`config.mk`:
```
export PLATFORM = sky130hd
export DESIGN_NAME = spi_master_ctrl
export DESIGN_NICKNAME = d
export VERILOG_FILES = /design/src/rtl/spi_master_ctrl.sv
export SDC_FILE = /design/constraint.sdc
export NUM_CORES = 1
export LEC_CHECK = 0
export ABC_AREA = 1
export ABC_CLOCK_PERIOD_IN_PS = 2009
export BUFFER_PORTS_ARGS = -buffer_cell sky130_fd_sc_hd__buf_2
export CORE_ASPECT_RATIO = 1.25
export CORE_MARGIN = 4
export CORE_UTILIZATION = 50
export CTS_CLUSTER_SIZE = 8
export DETAILED_ROUTE_END_ITERATION = 8
export GPL_TIMING_DRIVEN = 0
export PLACE_DENSITY_LB_ADDON = 0.05
export RECOVER_POWER = 25
export SLEW_MARGIN = 20
export SYNTH_ARGS = -nofsm -noshare
export SYNTH_HDL_FRONTEND = slang
export SYNTH_SLANG_ARGS = --single-unit
```
`constraint.sdc`:
```
create_clock -name clk -period 2.01 [get_ports clk]
set_clock_uncertainty 0.1 [all_clocks]
set_input_delay 0.402 -clock clk [delete_from_list [all_inputs] [get_ports clk]]
set_output_delay 0.402 -clock clk [all_outputs]
set_load 0.01 [all_outputs]
```
`src/rtl/spi_master_ctrl.sv`:
```
// SPI master sequencing 10-bit command frames (2-bit op + 8-bit payload) to the SPI RAM slave.
// Optional SPI_CTRL_AUTO_RD_EN: an op-10 command also runs the op-11 read-data frame.
module spi_master_ctrl #(
    parameter int RD_GAP   = 1,
    parameter int IDLE_CYC = 1
) (
    input  logic       clk,
    input  logic       rst_n,
    input  logic       cmd_valid,
    output logic       cmd_ready,
    input  logic [1:0] cmd_op,
    input  logic [7:0] cmd_data,
    output logic       rsp_valid,
    output logic [7:0] rsp_data,
    output logic       busy,
    output logic       MOSI,
    input  logic       MISO,
    output logic       SS_n
);

    localparam logic [2:0] IDLE  = 3'd0;
    localparam logic [2:0] CHK   = 3'd1;
    localparam logic [2:0] SHIFT = 3'd2;
    localparam logic [2:0] GAP   = 3'd3;
    localparam logic [2:0] RECV  = 3'd4;
    localparam logic [2:0] TAIL  = 3'd5;

    localparam logic [3:0] GAP_LAST  = 4'(RD_GAP - 1);
    localparam logic [3:0] TAIL_LAST = 4'(IDLE_CYC - 1);
    localparam logic [9:0] RD_FRAME  = {2'b11, 8'h00};

    logic [2:0] st, st_n;
    logic [3:0] cnt, cnt_n;
    logic [9:0] frame, frame_n;
    logic [6:0] cap;
    logic       accept;
    logic       rd_end;
    logic       sel_n;
    logic       mosi_n;

`ifdef SPI_CTRL_AUTO_RD_EN
    logic auto, auto_n;
`endif

    assign cmd_ready = (st == IDLE);
    assign accept    = cmd_valid && cmd_ready;
    assign rd_end    = (st == RECV) && (cnt == 4'd0);

    always_comb begin
        st_n    = st;
        cnt_n   = cnt;
        frame_n = frame;
`ifdef SPI_CTRL_AUTO_RD_EN
        auto_n  = auto;
`endif
        case (st)
            IDLE: begin
                if (accept) begin
                    st_n    = CHK;
                    frame_n = (cmd_op == 2'b11) ? RD_FRAME : {cmd_op, cmd_data};
`ifdef SPI_CTRL_AUTO_RD_EN
                    auto_n  = (cmd_op == 2'b10);
`endif
                end
            end
            CHK: begin
                st_n  = SHIFT;
                cnt_n = 4'd9;
            end
            SHIFT: begin
                if (cnt != 4'd0) begin
                    cnt_n = cnt - 4'd1;
                end else if (frame[9:8] != 2'b11) begin
                    st_n  = TAIL;
                    cnt_n = TAIL_LAST;
                end else if (RD_GAP == 0) begin
                    st_n  = RECV;
                    cnt_n = 4'd7;
                end else begin
                    st_n  = GAP;
                    cnt_n = GAP_LAST;
                end
            end
            GAP: begin
                if (cnt != 4'd0) begin
                    cnt_n = cnt - 4'd1;
                end else begin
                    st_n  = RECV;
                    cnt_n = 4'd7;
                end
            end
            RECV: begin
                if (cnt != 4'd0) begin
                    cnt_n = cnt - 4'd1;
                end else begin
                    st_n  = TAIL;
                    cnt_n = TAIL_LAST;
                end
            end
            TAIL: begin
                if (cnt != 4'd0) begin
                    cnt_n = cnt - 4'd1;
                end else begin
                    st_n = IDLE;
`ifdef SPI_CTRL_AUTO_RD_EN
                    // chained read-data frame after the rd-addr tail
                    if (auto) begin
                        st_n    = CHK;
                        frame_n = RD_FRAME;
                        auto_n  = 1'b0;
                    end
`endif
                end
            end
            default: st_n = IDLE;
        endcase
    end

    // Outputs are registered from the next state so they line up with it.
    always_comb begin
        sel_n  = (st_n == CHK) || (st_n == SHIFT) ||
                 (st_n == GAP) || (st_n == RECV);
        mosi_n = 1'b0;
        if (st_n == CHK) begin
            mosi_n = frame_n[9];
        end else if (st_n == SHIFT) begin
            mosi_n = frame_n[cnt_n];
        end
    end

    always_ff @(posedge clk or negedge rst_n) begin
        if (!rst_n) begin
            st        <= IDLE;
            cnt       <= 4'd0;
            frame     <= 10'd0;
            cap       <= 7'd0;
            SS_n      <= 1'b1;
            MOSI      <= 1'b0;
            busy      <= 1'b0;
            rsp_valid <= 1'b0;
            rsp_data  <= 8'h00;
`ifdef SPI_CTRL_AUTO_RD_EN
            auto      <= 1'b0;
`endif
        end else begin
            st        <= st_n;
            cnt       <= cnt_n;
            frame     <= frame_n;
            SS_n      <= !sel_n;
            MOSI      <= mosi_n;
            busy      <= (st_n != IDLE);
            rsp_valid <= rd_end;
`ifdef SPI_CTRL_AUTO_RD_EN
            auto      <= auto_n;
`endif
            if (st == RECV) begin
                cap <= {cap[5:0], MISO};
            end
            if (rd_end) begin
                rsp_data <= {cap, MISO};
            end
        end
    end

endmodule

```
==> Yosys cells after proc, flatten, opt, wreduce, memory -nomap -nowiden <==
Cells that the tools add are included.
{ "word_totals": {"latch_bits": 0, "elab_cells": 51, "regBits": 36, "mem_bits_rw": 0, "in_bits": 14, "n_memories": 0, "out_inout_bits": 13, "mem_bits_ro": 0} }
{ "op_classes": {"mux": 18, "magnitude_cmp": 1, "reduce_logical": 11, "n_eq_ne": 11, "bitwise_logic": 0, "n_addsub": 1, "div": 0, "shifts": 0, "n_mul": 0} }
{ "op_table": {"columns": ["operator", "n"], "rows": [
  ["2-to-1 mux 10 bit", 3],
  ["2-to-1 mux 3 bit", 6],
  ["case mux 3 bit (6 select lines)", 1],
  ["case mux 4 bit (4 select lines)", 1],
  ["== test 3 x 2 -> 1 bit (second input constant)", 4],
  ["2-to-1 mux 4 bit", 3],
  ["== test 3 bit (second input constant)", 3],
  ["== test 3 x 1 -> 1 bit (second input constant)", 2],
  ["< comparator 4 x 5 -> 1 bit (second input constant)", 1],
  ["binary-select mux 1 bit (select 4 bit)", 1],
  ["zero test 4 bit", 1],
  ["nonzero test 4 bit", 1],
  ["subtractor 4 x 1 -> 4 bit (second input constant)", 1],
  ["zero test 3 bit", 1],
  ["logical OR 1 bit", 3],
  ["2-to-1 mux 1 bit", 3],
  ["nonzero test 3 bit", 1],
  ["== test 2 bit (second input constant)", 1],
  ["logical AND 1 bit", 2],
  ["inequality test 2 bit (second input constant)", 1],
  ["OR reduction 2 bit", 1],
  ["zero test 1 bit", 1]
]} }

==> Longest topological paths before layout <==
Gate-level depths: netlist (run 1).
{ "logic_depth": {"depth_word": 9, "ltp_mapped": 14, "mapped_depth_nobuf": 14} }

==> Worst setup path after synthesis (run 1) <==
Ideal clock, no wire load.
{ "synth_path": {"path_type": "flip-flop to flip-flop", "from": "register cnt[0]", "to": "register MOSI", "t_arrival_ns": 1.879, "period_less_slack_ns": 2.096, "stages_incl_launch_ff": 14, "setup_time_ns": 0.117, "setup_slack_ns": -0.086, "path_cell_list": "dfrtp_1 > inv_1 > ha_1 > nand2_2 > ha_1 > or2_1 > nand2_4 > nor2_8 > nand3_1 > nand4_1 > nand2_1 > nand2_1 > nand3_1 > nand2_1"} }
{ "synth_between": {"elab_chain_cells": 7, "elab_cells_between_ends": 17} }
{ "synth_rtl": {"columns": ["item", "line_no", "text"], "rows": [
  ["start: declaration", "33", "logic [3:0] cnt, cnt_n;"],
  ["start signal: assignment", "147", "cnt <= cnt_n;"],
  ["subtractor 4 x 1 -> 4 bit / nonzero test 4 bit (equally long branches)", null, null],
  ["2-to-1 mux 4 bit (on tied branches)", "101, 85, 93", null],
  ["case mux 4 bit (4 select lines)", "56", "case (st)"],
  ["binary-select mux 1 bit (select 4 bit)", "127", "mosi_n = frame_n[cnt_n];"],
  ["2-to-1 mux 1 bit (implied by the code)", "127", null],
  ["2-to-1 mux 1 bit", "126", "end else if (st_n == SHIFT) begin"],
  ["2-to-1 mux 1 bit (*)", "124", "if (st_n == CHK) begin"],
  ["via mosi_n", "39", "logic mosi_n;"],
  ["end signal: assignment", "150", "MOSI <= mosi_n;"],
  ["end: declaration", "16", "output logic MOSI,"]
]} }
Mark *: on every way through the listed nets, which the timed path passes. The rest lies on a longest branch. The select of a mux whose other input is x is not followed.
A chain may end at the register's enable or synchronous reset.

==> Worst setup path in the final report (run 1) <==
{ "layout_path": {"from": "register cnt[1]", "to": "register MOSI"} }
{ "layout_between": {"elab_chain_cells": 7, "elab_cells_between_ends": 17} }
{ "layout_rtl": {"columns": ["item", "line_no"], "rows": [
  ["nonzero test 4 bit (*)", null],
  ["2-to-1 mux 4 bit (on tied branches)", "101, 85, 93"],
  ["case mux 4 bit (4 select lines) (*)", "56"],
  ["via cnt_n[0]", "33"],
  ["binary-select mux 1 bit (select 4 bit) (*)", "127"],
  ["2-to-1 mux 1 bit (implied by the code) (*)", "127"],
  ["2-to-1 mux 1 bit (*)", "126"],
  ["2-to-1 mux 1 bit (*)", "124"],
  ["via mosi_n", "39"]
]} }
Marked as above.

==> impl_metrics.toml, run 1 <==
[sta]
fin_crit_sh_pct = 99.50
hold_viol = 0
setup_viol = 0
worst_pin_slew_ps = 863.9
setup_ws_ps = 10.04
fmax_ghz = 0.5000
fin_crit_ps = 2000
rsz0062_at_grt = "yes"
slew_violations = 0
max-slew-margin-rel_pct = 42.41
setup_tns_ps = 0

[power]
p_switching_mw = 1.612
intPower_mw = 2.104
ir_worst_vdd_mv = 1.067
p_clk_share_pct = 16.5
powerDensity_nw_per_um2 = 1681
p_leak_nw = 1.152
power_switching_share_pct = 43.39
combinationalPowerShare_pct = 53.7
pwr-share-seq_pct = 29.8

[finish]
fin_nets = 270
drive_above_1_share_pct = 28.74
area_delta_synth_final_pct = 21.86
fin_util_pct = 63.47
n_antenna_cell = 0
stdcell_area_um2 = 2211

[logic_synthesis]
synth.distinct_cells = 28
yosysWarningCount = 0
ys_seq_area_share_pct = 49.72
synth.largest_area_cell = "dfrtp_1"
synth_flop_cell = "dfrtp_1"
synthDominantCellAreaShare_pct = 48.28
async_flop_share_pct = 100.0
syn_area_um2 = 1814
muxShareOfSynthArea_pct = 0
synthXorXnorAreaFrac_pct = 0
synth_nets = 230
synth_adder_area_share_pct = 2.069
yosys.cell_count.top_type = "nand2_1"
synth_compound_area_share_pct = 11.03
synthCells = 213
synth.cells.most_frequent = "59 x nand2_1, 35 x dfrtp_1, 29 x inv_1"
synth_top_family_by_area = "simple AND/OR/NAND/NOR gates"
synth_edf_count = 0
synth_area_leaders = "dfrtp_1 48%, nand2_1 12%, nand3_1 6.1%"
synth_seq_cells = 36
synth-simple-area-share_pct = 29.31
syn_avg_cell_area_um2 = 8.518

[critical_path]
worstSetupPathType = "flip-flop to flip-flop"
crit_arrival_ps = 2120
setup.worst_path.end_class = "flip-flop"
cp_max_fo = 6
cp-start-kind = "flip-flop"
cp.required_ps = 2130

[die]
ios = 27
core-area_um2 = 3483
die-area_um2 = 4662
initial_core_util_pct = 52.08
num_rows = 24
fp.dieW_um = 61.88
chipHeight_um = 75.35

[place]
placed_area_um2 = 2006
dp_hpwl_um = 2595
post-place-ws_ps = -151.3
place.gp.congestion = 0.8029
port_buffers = 26

[run_status]
status = "completed"

[global_routing]
grt_antenna_before_repair = 0
grt_pass1_wl_um = 6085
grtUsageTotal_pct = 17.99
first_global_vias = 1399
grt_max_degree = 37
overflow = 0

[clocking]
cts_tree = "done"
clkTransAtPathRegs_ps = 70
cts_buffers = 5
clock_path_buffers = 2
clockRootBuffer = "clkbuf_8"
h-tree-depth = 2
cts_sinks = 36
clk_latency_ps = 280

[route]
firstDrtPassIters = 4
vias_per_cell = 5.024
vias = 1472
wl_um = 3504
routedWlPerCell_um = 11.96
drtIter0Drc = 84
drc = 0
drt.antenna.violating_nets = 0

[run]
max-cap-violations = 0

[hold_path]
hold_class = "input pin to async pin"
-- placed cells by master, fill, tap and decap left out, types with 2 or more instances in the layout --
master	n
clkbuf_8	5
o21ai_2	6
nand4_1	3
nand2_2	3
dfrtp_1	35
o211ai_1	2
inv_2	3
nand3_1	21
buf_6	2
nor2_1	5
a21oi_1	4
ha_4	2
o21ai_1	2
buf_4	7
nand3_2	3
nand2_4	4
inv_1	27
clkbuf_1	3
buf_2	25
a21oi_2	2
nand2_1	58
nor2_4	2
o21ai_0	16
-- metrics by stage --
stage          power [mW]  cells  hold slack, ps
2_1_floorplan       2.523    213           6.409
3_3_place_gp        2.893    278           357.0
3_5_place_dp        2.919    278           361.6
4_1_cts             3.677    292           113.4
5_1_grt             4.091    293           167.7
6_report            3.716    293           115.4
-- layout make-up --
class	count	area [µm²]
sequential	36	902.1
clock buffer	6	72.57
buffer	4	30.03
timing repair buffer	33	182.7
inverter	30	112.6
fill	327	1272
clock inverter	2	35.03
tap	39	48.80
multi-input combinational	143	827.0
-- sequential cells by signal (all words and copies together) (netlist names) --
signal     count
SS_n           1
busy           1
st             3
rsp_data       8
cnt            4
cap            7
MOSI           1
rsp_valid      1
frame         10
-- worst paths after layout --
kind / to / slack (ps) / cells after the start / start
max reg2reg: MOSI / 10 / 14 / cnt[1]
max in group asynchronous: frame[1] / 1150 / 1 / rst_n
max: MOSI / 10 / 14 / cnt[1]
min in group clk: frame[8] / 280 / 3 / cmd_op[0]
min: rsp_valid / 120 / 1 / rst_n
min reg2reg: frame[5] / 370 / 2 / frame[5]
-- power groups by stage --
stage	combinational, mW	clock (mW)	sequential [mW]
6_report	2.00	0.612	1.11
5_1_grt	2.29	0.669	1.13
4_1_cts	1.94	0.634	1.11
3_5_place_dp	1.80	0	1.12
3_3_place_gp	1.78	0	1.11
2_1_floorplan	1.41	0	1.12
-- cell families after synthesis --
group / after synthesis
AND/OR/NAND/NOR: 107
flip-flops: 36
buffers and inverters: 34
AO/OA/AOI/OAI: 33
adder cells (fa/ha/maj): 3
-- metal layers --
metal	GRT usage [%]	part of all wire, %	wire length (µm)	up-vias
li1	-	-	-	765
met5	0	0	0	-
met3	4.576	4.1	143	5
met1	24.48	47	1638	675
met2	28.17	48	1670	27
met4	5.660	1.5	51	0
-- critical path: stages, from the launching register on --
cell and delay (ps):
dfrtp_1 390, inv_2 90, ha_4 170, nand2_8 60
ha_4 230, or2_4 250, nand2_4 80, nor2_8 60
nand2_4 90, nand2_1 60, nand3_1 80, nand3_2 80
nand2_1 60, nand3_1 70, nand2_1 70
-- repair_timing --
action                                  in CTS  in global routing
hold buffers                                 0                  0
setup buffers                                6                  1
endpoints found under the setup margin       1                  1
resized for setup                            4                  5
pin swaps                                    5                  9
Power figures use the tool's default switching activity.
==> run 2, diff against run 1 <==
--- a/config.mk
+++ b/config.mk
@@ -5,14 +5,14 @@
 export SDC_FILE = /design/constraint.sdc
 export NUM_CORES = 1
 export LEC_CHECK = 0
-export ABC_AREA = 1
+export ABC_AREA = 0
 export ABC_CLOCK_PERIOD_IN_PS = 2009
-export BUFFER_PORTS_ARGS = -buffer_cell sky130_fd_sc_hd__buf_2
 export CORE_ASPECT_RATIO = 1.25
 export CORE_MARGIN = 4
-export CORE_UTILIZATION = 50
+export CORE_UTILIZATION = 56
 export CTS_CLUSTER_SIZE = 8
 export DETAILED_ROUTE_END_ITERATION = 8
+export DONT_BUFFER_PORTS = 1
 export GPL_TIMING_DRIVEN = 0
 export PLACE_DENSITY_LB_ADDON = 0.05
 export RECOVER_POWER = 25
==> impl_metrics.toml, run 2 <==
[run_status]
status = "finished with violations"
violations = "negative setup slack"

[sta]
hold_ws_ps = 103.1
fin_crit_ps = 2756
setup_ws_ps = -746.1
fin_crit_sh_pct = 137.1
rsz0062_at_grt = "yes"
worst_pin_slew_ps = 853.0
max-slew-margin-rel_pct = 43.13
slew_violations = 0
setup_viol = 1
fmax_ghz = 0.3628
setup_tns_ps = -746.1
hold_viol = 0

[logic_synthesis]
syn_area_um2 = 1826
yosysWarningCount = 0
synth_area_leaders = "dfrtp_1 48%, mux2_2 10%, o21ai_0 3.8%"
synth.distinct_cells = 49
synthCells = 171
synth_seq_cells = 36
synth.largest_area_cell = "dfrtp_1"
synth_nets = 188
synthDominantCellAreaShare_pct = 47.98
yosys.cell_count.top_type = "dfrtp_1"
synth_edf_count = 0
synth.cells.most_frequent = "35 x dfrtp_1, 17 x mux2_2, 16 x nand2_1"
synth_flop_cell = "dfrtp_1"
ys_seq_area_share_pct = 49.42
syn_avg_cell_area_um2 = 10.68
async_flop_share_pct = 100.0

[place]
place.gp.congestion = 0.8106
dp_cells = 207
dp_hpwl_um = 2602
post-place-ws_ps = -1120
port_buffers = 0
placed_area_um2 = 1907

[global_routing]
grt_antenna_before_repair = 0
overflow = 0
grtUsageTotal_pct = 19.53
first_global_vias = 1424
grt_max_degree = 37
grt_pass1_wl_um = 6341

[hold_path]
hold_depth = 1
min-delay-start = "MISO"
min_to = "cap[0]"
hold_class = "input pin to flip-flop"

[finish]
stdcell_area_um2 = 2128
fin_util_pct = 70.29
final_common_cell = "dfrtp_1"
fin_nets = 208
area_delta_synth_final_pct = 16.59
fillCellCount = 242
largest_reg_flops = 10
multiInputGateArea_um2 = 918.4
reg.largest.list = "frame (10), rsp_data (8), cap (7)"
final_cells = 228
registers.top_by_ff_count = "frame"
n_antenna_cell = 0
ff_latch_area_um2 = 902.1
drive_above_1_share_pct = 32.29
layout_common_cells = "35 x dfrtp_1, 15 x nand2_1, 15 x mux2_2"

[critical_path]
regToRegStartpoint = "cnt[1]"
setup.worst_path.end_class = "flip-flop"
ff2ff_path_depth = 13
cp.required_ps = 2140
crit_arrival_ps = 2880
cp-start-kind = "flip-flop"
rrSetupSlack_ps = -750
worstSetupPathType = "flip-flop to flip-flop"
cp_max_fo = 5
regToRegEndpoint = "MOSI"

[die]
ios = 27
initial_core_util_pct = 60.29
die-area_um2 = 4243
chipHeight_um = 71.84
num_rows = 22
core-area_um2 = 3028
fp.dieW_um = 59.07

[power]
p_leak_nw = 0.9838
powerDensity_nw_per_um2 = 1587
report.power.total_mw = 3.377
ir_worst_vdd_mv = 1.105

[clocking]
clock_path_buffers = 2
h-tree-depth = 2
cts_tree = "done"
cts_sinks = 36
clk_latency_ps = 340
clockRootBuffer = "clkbuf_4"
clkTransAtPathRegs_ps = 110
cts_buffers = 5

[route]
routedWlPerCell_um = 17.09
vias = 1358
vias_per_cell = 5.956
drc = 0
drt.antenna.violating_nets = 0
drtIter0Drc = 55
wl_um = 3897
firstDrtPassIters = 4

[run]
max-cap-violations = 0
[run 2: routing by layer]
layer  GRT usage [%]  vias up  routed length, µm
li1                -      638                  -
met1           24.65      641               1642
met2           30.71       64               1869
met3           5.405       15                249
met4           9.068        0                136
met5               0        -                  0
[run 2: power by group]
group	internal, mW	total (mW)	switching [mW]
Sequential	0.934	1.08	0.147
Combinational	0.913	1.91	0.996
Clock	0.134	0.387	0.252
Total	1.98	3.38	1.40
[run 2: how the worst max path moves through the flow]
| stage | from | endpoint | depth (start not counted) |
|---|---|---|---|
| 2_1_floorplan | cnt[0] | MOSI | 12 |
| 3_3_place_gp | cnt[0] | MOSI | 12 |
| 3_5_place_dp | cnt[0] | MOSI | 12 |
| 4_1_cts | cnt[0] | MOSI | 13 |
| 5_1_grt | cnt[1] | MOSI | 13 |
| 6_report | cnt[1] | MOSI | 13 |
[run 2: area by class of cell]
cell class / count / share of cell area (%)
tap: 36 / 2.116
clock buffer: 5 / 1.764
multi-input combinational: 112 / 43.15
buffer: 7 / 1.940
sequential: 36 / 42.39
clock inverter: 3 / 0.8818
timing repair buffer: 13 / 4.938
inverter: 16 / 2.822
[run 2: critical path: stages, from the launching register on]
cell      delay (ps)
dfrtp_1          410
inv_2             80
ha_4             130
nor3b_4          200
inv_2             80
ha_4             230
nand4b_1         120
o21ai_2          100
a211oi_4         320
buf_4            190
mux2_4           290
mux2i_1          140
o32a_1           180
o41ai_2           70
[run 2: cells by family after synthesis]
logic type | after synthesis | synth area share, %
muxes | 20 | 12.20
and+or+nand+nor | 52 | 16.24
adders and majority gates | 3 | 2.056
DFF | 36 | 49.42
buffers and inverters | 23 | 5.483
xor gates and xnor gates | 2 | 0.9597
AOI/OAI and AO/OA | 35 | 13.64
[run 2: timing repair]
action | 4_1_cts | 5_1_grt
gates resized for setup | 7 | 12
setup endpoints to repair | 13 | 5
pin swaps | 6 | 8
hold buffers | 2 | 0
endpoints found under the hold margin | 36 | 0
setup buffers | 10 | 2
==> run 3, diff against run 2 <==
--- a/config.mk
+++ b/config.mk
@@ -6,10 +6,10 @@
 export NUM_CORES = 1
 export LEC_CHECK = 0
 export ABC_AREA = 0
-export ABC_CLOCK_PERIOD_IN_PS = 2009
+export ABC_CLOCK_PERIOD_IN_PS = 3300
 export CORE_ASPECT_RATIO = 1.25
-export CORE_MARGIN = 4
-export CORE_UTILIZATION = 56
+export CORE_MARGIN = 3
+export CORE_UTILIZATION = 61
 export CTS_CLUSTER_SIZE = 8
 export DETAILED_ROUTE_END_ITERATION = 8
 export DONT_BUFFER_PORTS = 1
==> constraint.sdc (replaced) <==
create_clock -name clk -period 3.3 [get_ports clk]
set_clock_uncertainty 0.1 [all_clocks]
set_input_delay 0.66 -clock clk [delete_from_list [all_inputs] [get_ports clk]]
set_output_delay 0.66 -clock clk [all_outputs]
set_load 0.01 [all_outputs]
==> impl_metrics.toml, run 3 (synthesized netlist as in run 2, its figures left out) <==
[run_status]
status = "finished with violations"
violations = "max-capacitance violations, max-slew violations"

[finish]
n_antenna_cell = 0
final_cells = 215
stdcell_area_um2 = 1947
largest_reg_flops = 10
drive_above_1_share_pct = 20.99
fillCellCount = 194
area_delta_synth_final_pct = 6.649
reg.largest.list = "frame (10), rsp_data (8), cap (7)"
final_common_cell = "dfrtp_1"
fin_nets = 197
registers.top_by_ff_count = "frame"
layout_common_cells = "35 x dfrtp_1, 17 x mux2_2, 16 x nand2_1"

[power]
report.power.total_mw = 1.782
p_switching_uw = 726.9
power_switching_share_pct = 40.80
pwr-share-seq_pct = 37.1
powerDensity_nw_per_um2 = 915.2
ir_worst_vdd_mv = 0.5981
intPower_mw = 1.055
p_clk_share_pct = 13.7
combinationalPowerShare_pct = 49.2
p_leak_nw = 0.8991

[global_routing]
grt_max_degree = 36
grt_antenna_before_repair = 0
overflow = 0
grt_pass1_wl_um = 5782
grtUsageTotal_pct = 22.23
first_global_vias = 1259

[sta]
slew_violations = 36
hold_viol = 0
fin_crit_ps = 3069
rsz0062_at_grt = "no"
fin_crit_sh_pct = 93.00
max-slew-margin-rel_pct = -18.93
setup_ws_ps = 231.0
setup_viol = 0
fmax_ghz = 0.3258
worst_pin_slew_ps = 1784

[route]
vias_per_cell = 6.098
firstDrtPassIters = 4
drc = 0
drtIter0Drc = 35
wl_um = 3509
drt.antenna.violating_nets = 0
routedWlPerCell_um = 16.32
vias = 1311

[clocking]
clkTransAtPathRegs_ps = 110
cts_buffers = 5
clk_latency_ps = 330
cts_sinks = 36
cts_tree = "done"
clockRootBuffer = "clkbuf_4"
h-tree-depth = 2
clock_path_buffers = 2

[place]
post-place-ws_ps = -154.6
dp_cells = 205
port_buffers = 0
placed_area_um2 = 1868
place.gp.congestion = 0.8725
dp_hpwl_um = 2506

[critical_path]
cp-start-kind = "flip-flop"
cp_max_fo = 7
setup.worst_path.end_class = "flip-flop"
worstSetupPathType = "flip-flop to flip-flop"
crit_arrival_ps = 3200
cp.required_ps = 3430

[die]
core-area_um2 = 2759
fp.dieW_um = 54.93
initial_core_util_pct = 66.17
die-area_um2 = 3689
num_rows = 21
chipHeight_um = 67.16
ios = 27

[run]
max-cap-violations = 1

[hold_path]
hold_class = "input pin to async pin"
[run 3: changes by cell type in the layout (fill, tap and decap cells not counted), moves of 2 or more]
cell      before  now
buf_4         10    2
clkbuf_1       1    4
inv_1         12   15
inv_2          3    0
buf_6          3    1
clkinv_2       2    0
ha_1           1    3
ha_4           2    0
mux2_2        15   17
mux2_4         2    0
nor3_4         2    0
[run 3: per-layer routing]
layer | vias to the layer above | wire length (µm) | track usage [%] | part of all wire [%]
li1 | 618 | - | - | -
met1 | 645 | 1428 | 26.68 | 41
met2 | 44 | 1815 | 35.80 | 52
met3 | 4 | 222 | 7.506 | 6.3
met4 | 0 | 42 | 9.422 | 1.2
met5 | - | 0 | 0 | 0
[run 3: critical path: stages (launching register included)]
cell and delay, ps:
dfrtp_1 450, inv_1 110, ha_1 270, nor3b_4 240, inv_1 90, ha_1 220
or3_1 330, o21ai_1 170, a211oi_4 150, mux2i_1 150, and3_1 190, o32a_1 310
o41ai_2 190
[run 3: power by group through the flow]
stage                     clock, mW  sequential (mW)  combinational [mW]
final                         0.244            0.661               0.876
after floorplan                   0            0.646               0.698
after global placement            0            0.661               0.814
after detailed placement          0            0.669               0.846
after CTS                     0.253            0.661               0.880
after global routing          0.272            0.675               0.973
[run 3: path summary, 6_finish.rpt]
check                         start     endpoint  slack [ps]  cells after the start
max reg2reg                  cnt[0]         MOSI         230                     12
max                          cnt[0]         MOSI         230                     12
min reg2reg                frame[9]     frame[9]         410                      2
min in group clk               MISO  rsp_data[0]         380                      1
max in group asynchronous     rst_n     frame[8]        1380                      1
min                           rst_n         SS_n          50                      0
[run 3: layout make-up]
type	instances	area [µm²]	area share (%)
buffer	7	40.04	2.057
clock buffer	7	55.05	2.828
clock inverter	1	7.507	0.3856
inverter	16	60.06	3.085
multi-input combinational	112	828.3	42.54
sequential	36	902.1	46.34
tap	34	42.54	2.185
timing repair buffer	2	11.26	0.5784
[run 3: through the flow]
stage          hold slack, ps  setup TNS [ps]  utilization [%]
2_1_floorplan           264.4               0                -
3_3_place_gp            265.6          -60.95            67.71
3_5_place_dp            265.4          -154.6            67.71
4_1_cts                 41.20               0            71.16
5_1_grt                 12.80               0            70.57
6_report                54.64               0            70.57
[run 3: timing repair]
item                                    4_1_cts  5_1_grt
endpoints found under the hold margin        35        0
buffers inserted                              1        0
endpoints found under the setup margin        1        0
hold buffers                                  1        0
resized for setup                             1        0
